===== src/rtl/cska_pipe.sv =====
// cska_pipe: parametrised, pipelined carry-skip adder/subtractor.
//
// The WIDTH-bit operands are cut into STAGES equal slices. Slice k is summed
// in pipeline stage k by a carry-skip chain of BLOCK-bit groups, using the
// carry registered by stage k-1 (stage 0 uses the effective carry-in).
// Operand bits not yet consumed ride along in each stage register, shrinking
// by one slice per stage.
//
// Ports:
//   clk, rst             rising-edge clock, synchronous active-high reset
//   in_valid / in_ready  operand handshake (in_ready depends only on output side)
//   operA, operB, Cin    operands and carry-in (borrow-in when sub=1)
//   sub                  0 = A + B + Cin, 1 = A - B - Cin
//   out_valid/out_ready  result handshake
//   resultOUT, Cout, Ovf sum/difference, raw MSB carry, signed overflow

module cska_slice #(
    parameter int SW    = 16,
    parameter int BLOCK = 4
) (
    input  logic [SW-1:0] a,
    input  logic [SW-1:0] b,
    input  logic          ci,
    output logic [SW-1:0] s,
    output logic          co
);
    localparam int NG = SW / BLOCK;

    for (genvar g = 0; g < NG; g++) begin : g_grp
        logic [BLOCK-1:0] ga, gb, p;
        logic [BLOCK:0]   rc;
        logic             gci, gco;

        if (g == 0) begin : g_cin
            assign gci = ci;
        end else begin : g_cchain
            assign gci = g_grp[g-1].gco;
        end

        assign ga    = a[g*BLOCK +: BLOCK];
        assign gb    = b[g*BLOCK +: BLOCK];
        assign p     = ga ^ gb;
        assign rc[0] = gci;
        for (genvar i = 0; i < BLOCK; i++) begin : g_bit
            assign rc[i+1] = (ga[i] & gb[i]) | (p[i] & rc[i]);
        end
        assign s[g*BLOCK +: BLOCK] = p ^ rc[BLOCK-1:0];
        // Skip mux: a fully propagating group forwards its carry-in directly,
        // bypassing the ripple chain on the critical path.
        assign gco = (&p) ? gci : rc[BLOCK];
    end

    assign co = g_grp[NG-1].gco;
endmodule

module cska_pipe #(
    parameter int WIDTH  = 32,
    parameter int BLOCK  = 4,
    parameter int STAGES = 2
) (
    input  logic             clk,
    input  logic             rst,
    input  logic             in_valid,
    output logic             in_ready,
    input  logic [WIDTH-1:0] operA,
    input  logic [WIDTH-1:0] operB,
    input  logic             Cin,
    input  logic             sub,
    output logic             out_valid,
    input  logic             out_ready,
    output logic [WIDTH-1:0] resultOUT,
    output logic             Cout,
    output logic             Ovf
);
    localparam int SW = WIDTH / STAGES;

    if (STAGES < 1 || BLOCK < 1 || (WIDTH % STAGES) != 0 || (SW % BLOCK) != 0) begin : g_bad_cfg
        $error("cska_pipe: WIDTH must split into STAGES slices that are multiples of BLOCK");
    end

    logic stall;

    // The whole pipeline freezes when the final result is blocked.
    assign stall    = out_valid && !out_ready;
    assign in_ready = !stall;

    for (genvar k = 0; k < STAGES; k++) begin : g_st
        localparam int IW = WIDTH - k*SW;   // operand bits still to consume
        localparam int RW = (k+1)*SW;       // result bits known after this stage

        logic [IW-1:0] a_in, b_in;
        logic          ci, v_in;
        logic [SW-1:0] s;
        logic          co;
        logic [RW-1:0] r_d, r_q;
        logic          vld_q, cy_q;

        if (k == 0) begin : g_head
            assign a_in = operA;
            assign b_in = operB ^ {WIDTH{sub}};
            assign ci   = Cin ^ sub;
            assign v_in = in_valid;
            assign r_d  = s;
        end else begin : g_tail
            assign a_in = g_st[k-1].g_fwd.a_q;
            assign b_in = g_st[k-1].g_fwd.b_q;
            assign ci   = g_st[k-1].cy_q;
            assign v_in = g_st[k-1].vld_q;
            assign r_d  = {s, g_st[k-1].r_q};
        end

        cska_slice #(.SW(SW), .BLOCK(BLOCK)) u_slice (
            .a  (a_in[SW-1:0]),
            .b  (b_in[SW-1:0]),
            .ci (ci),
            .s  (s),
            .co (co)
        );

        always_ff @(posedge clk) begin
            if (rst) begin
                vld_q <= 1'b0;
                cy_q  <= 1'b0;
                r_q   <= '0;
            end else if (!stall) begin
                vld_q <= v_in;
                cy_q  <= co;
                r_q   <= r_d;
            end
        end

        if (k < STAGES-1) begin : g_fwd
            // Upper operand slices (including both MSBs for Ovf) carried forward.
            logic [IW-SW-1:0] a_q, b_q;
            always_ff @(posedge clk) begin
                if (rst) begin
                    a_q <= '0;
                    b_q <= '0;
                end else if (!stall) begin
                    a_q <= a_in[IW-1:SW];
                    b_q <= b_in[IW-1:SW];
                end
            end
        end else begin : g_ovf
            logic ovf_q;
            always_ff @(posedge clk) begin
                if (rst) begin
                    ovf_q <= 1'b0;
                end else if (!stall) begin
                    ovf_q <= (a_in[IW-1] == b_in[IW-1]) && (s[SW-1] != a_in[IW-1]);
                end
            end
        end
    end

    assign out_valid = g_st[STAGES-1].vld_q;
    assign resultOUT = g_st[STAGES-1].r_q;
    assign Cout      = g_st[STAGES-1].cy_q;
    assign Ovf       = g_st[STAGES-1].g_ovf.ovf_q;
endmodule


===== config.mk =====
export PLATFORM = sky130hd
export DESIGN_NAME = cska_pipe
export DESIGN_NICKNAME = d
export VERILOG_FILES = /design/src/rtl/cska_pipe.sv
export SDC_FILE = /design/constraint.sdc
export NUM_CORES = 1
export LEC_CHECK = 0
export CAP_MARGIN = 25
export CELL_PAD_IN_SITES_DETAIL_PLACEMENT = 1
export CELL_PAD_IN_SITES_GLOBAL_PLACEMENT = 2
export CORE_UTILIZATION = 38
export CTS_BUF_LIST = sky130_fd_sc_hd__clkbuf_4 sky130_fd_sc_hd__clkbuf_8 sky130_fd_sc_hd__clkbuf_16
export DETAILED_ROUTE_END_ITERATION = 6
export DONT_BUFFER_PORTS = 1
export HOLD_SLACK_MARGIN = 0.02
export PLACE_DENSITY = 0.75
export SETUP_SLACK_MARGIN = 0.4
export SYNTH_ARGS = -nofsm -noshare
export SYNTH_HDL_FRONTEND = slang
export SYNTH_SLANG_ARGS = --single-unit

===== constraint.sdc =====
create_clock -name clk -period 13.9 [get_ports clk]
set_input_delay 2.085 -clock clk [delete_from_list [all_inputs] [get_ports clk]]
set_output_delay 2.085 -clock clk [all_outputs]
set_load 0.01 [all_outputs]

==> metrics <==
initial antenna violation count=0; Distinct cells, synth=29; # fillers=1320; CTS root buf=clkbuf_16; die height=111 um; commonest cells after routing, fill and taps aside=nand2_1 (98), dfxtp_1 (85), a21oi_1 (49); failing checks=DRC; Core Area=11500 um2; Slew Viols, Final=0; DR vias=3087; drt drc=4; Worst R2R Setup Slack=5.92 ns; worst r2r src=g_st[0].cy_q; Mapped Area=4540 um2; row count=39; Initial Util=39.4%; Die ar.=12400 um2; average size of a mapped cell=9.13 um2; fin cells=626; Routed Antenna Nets=0; CP Capture Point=g_st[0].cy_q; total track usage=17.1%; Post-Route Utilization=42.5%; Clock Latency Late Sink=0.34 ns; drt via density=4.93; DR iter-0 viols=97; worst relative slew slack=56.7%; P&R area growth vs syn=8.00%; synth warn=0; Seq/Total Area, Yosys=37.5%; M1 GR Usage=21.6%; CP endpoint kind=flop; max-cap violation count=0; WL/cell=15.5 um; crit path kind=in2reg; final hold vios=0; met3 usage=5.14%; status=finished, violations left; Nets=612; routability cong.=0.829; RR Endpoint=Ovf; width of the die=111 um; Yosys reg bits=85; number of buffers created by CTS=9; CTS tree=done; total grt overflow=0; TNS Setup=0 ns; Clock Tree Buf Depth=2; clock sinks=85; vias in the first global route=3298; hold crit path type=reg2reg; Setup crit start kind=primary input; Leak=0.00218 uW; critical-path maximum fanout=33; unrepaired setup endpoints after global routing=no; clk slew on worst S/H paths=0.06 ns; first drt pass iteration count=6; Syn Nets=631; detailed placement HPWL=6750 um; worst-margin pin slew=0.649 ns; share of cells above drive strength 1=5.59%; cells after synthesis=497; placed cell count=609; final WL=9700 um; largest net degree at the start of global routing=112; worst r2r path cells=28; Arr. time, crit path=10.17 ns; Final Skew=0.00455 ns; met2 usage=27.5%; fmax=0.101 GHz; critical path required time=14.18 ns; Max VDD drop=0.0000704 V; Final min period=9.89 ns; Setup Fix Bufs, Post-CTS=0; PD cells=127 nW/um2; hold_buf cts=0; final critical-path share of the clock period=71.1%; grt peak-use layer=met2; crit path from=sub; IO Count=106; quantity of gates resized following cts=0; H-tree Lvls=3; Final Setup Violations=0; ANT cells=0; Power Total=623 uW; most common cell after layout, fill and taps aside=nand2_1; PortBufs=0; global-route wire length before repair=16500 um
## metal layers
layer  vias up  share of wire (%)  wire length (um)
li1       1543                  -                 -
met1      1466                 44              4310
met2        62                 49              4720
met4         0                1.8               170
met5         -                  0                 0
met3        16                5.1               491
## layout make-up
class                           instances  area, um2  area share [%]
Clock buffer                           12        260            5.31
Timing Repair Buffer                    3       42.5           0.868
Multi-Input combinational cell        338       2540            51.8
Tap cell                              143        179            3.65
Sequential cell                        85       1700            34.7
Inverter                               41        155            3.17
Clock inverter                          4       22.5           0.460
## worst max-delay path, stage by stage
cell and delay [ns]:
xor2_1 0.18, inv_1 0.07, fa_1 0.39, fa_1 0.45, fa_1 0.43, fa_1 0.45, mux2i_4 0.19, inv_1 0.08
fa_1 0.42, fa_1 0.43, fa_1 0.43, fa_1 0.39, nand2_1 0.08, o21ai_2 0.08, fa_1 0.42, fa_1 0.43
fa_1 0.44, fa_1 0.39, mux2_2 0.31, fa_1 0.43, fa_1 0.44, fa_1 0.40, inv_1 0.07, fa_1 0.15
nor2_1 0.05, a221oi_1 0.28, a21boi_2 0.18
## worst min path at each step
stage	start	slack, ns	endpoint	depth (start not counted)
4_1_cts	g_st[0].vld_q	0.45	g_st[0].vld_q	2
6_report	g_st[0].vld_q	0.45	g_st[0].vld_q	2
5_1_grt	g_st[0].r_q[1]	0.47	resultOUT[1]	2
3_3_place_gp	g_st[0].r_q[3]	0.44	resultOUT[3]	2
3_5_place_dp	g_st[0].r_q[1]	0.44	resultOUT[1]	2
2_1_floorplan	g_st[0].r_q[15]	0.43	g_st[0].r_q[15]	2
## stage by stage
| stage | hold slack [ns] | setup WS, ns | area (um2) |
|---|---|---|---|
| 6_report | 0.448 | 4.01 | 4900 |
| 5_1_grt | 0.467 | 3.58 | 4900 |
| 4_1_cts | 0.452 | 3.91 | 4870 |
| 3_5_place_dp | 0.442 | 3.57 | 4590 |
| 3_3_place_gp | 0.439 | 3.84 | 4590 |
| 2_1_floorplan | 0.432 | 3.67 | 4540 |
## registers in the layout (all words and copies together) (netlist names), 16 cells and up
| signal | count |
|---|---|
| g_st.g_fwd.a_q | 16 |
| resultOUT | 32 |
| g_st.g_fwd.b_q | 16 |
| g_st.r_q | 16 |
## power breakdown
part	switching, uW	internal (uW)	total (uW)	leakage, uW
clock	96.3	132	228	0.000142
sequential	26.1	273	299	0.000705
combinational	50.2	45.6	95.7	0.00134
total	173	450	623	0.00218
## logic make-up after synthesis
group                      after synthesis  synth area share (%)
AOI/OAI and AO/OA                       87                  11.8
adders and majority gates               64                  23.0
xor gates and xnor gates                34                  6.73
and+or+nand+nor                        149                  13.1
DFF                                     85                  37.5
buffers and inverters                   74                  6.70
muxes                                    4                  1.21
## synth_stat cells
| cell type | n | share of area, % |
|---|---|---|
| a211oi_1 | 33 | 5.5 |
| buf_1 | 6 | 0.50 |
| dfxtp_1 | 85 | 38 |
| xnor2_1 | 14 | 2.7 |
| buf_4 | 2 | 0.33 |
| a21oi_1 | 49 | 5.4 |
| nor2b_1 | 1 | 0.14 |
| nor4b_1 | 1 | 0.19 |
| o21ai_1 | 1 | 0.11 |
| mux2i_1 | 1 | 0.22 |
| xor2_1 | 19 | 3.7 |
| xnor2_2 | 1 | 0.36 |
| nor3b_1 | 1 | 0.17 |
| o21ai_2 | 1 | 0.19 |
| mux2_2 | 2 | 0.50 |
| a21boi_2 | 1 | 0.25 |
| fa_1 | 32 | 14 |
| nand2_1 | 98 | 8.1 |
| nand4_1 | 8 | 1.1 |
| clkbuf_1 | 10 | 0.83 |
| a221oi_1 | 1 | 0.19 |
| nor2_1 | 38 | 3.1 |
| buf_2 | 15 | 1.7 |
| nor3_1 | 2 | 0.22 |
| mux2i_4 | 1 | 0.50 |
| inv_1 | 40 | 3.3 |
| ha_1 | 32 | 8.8 |
| inv_2 | 1 | 0.083 |
| a211o_1 | 1 | 0.19 |
No activity file was read; power rests on OpenSTA's default activity.
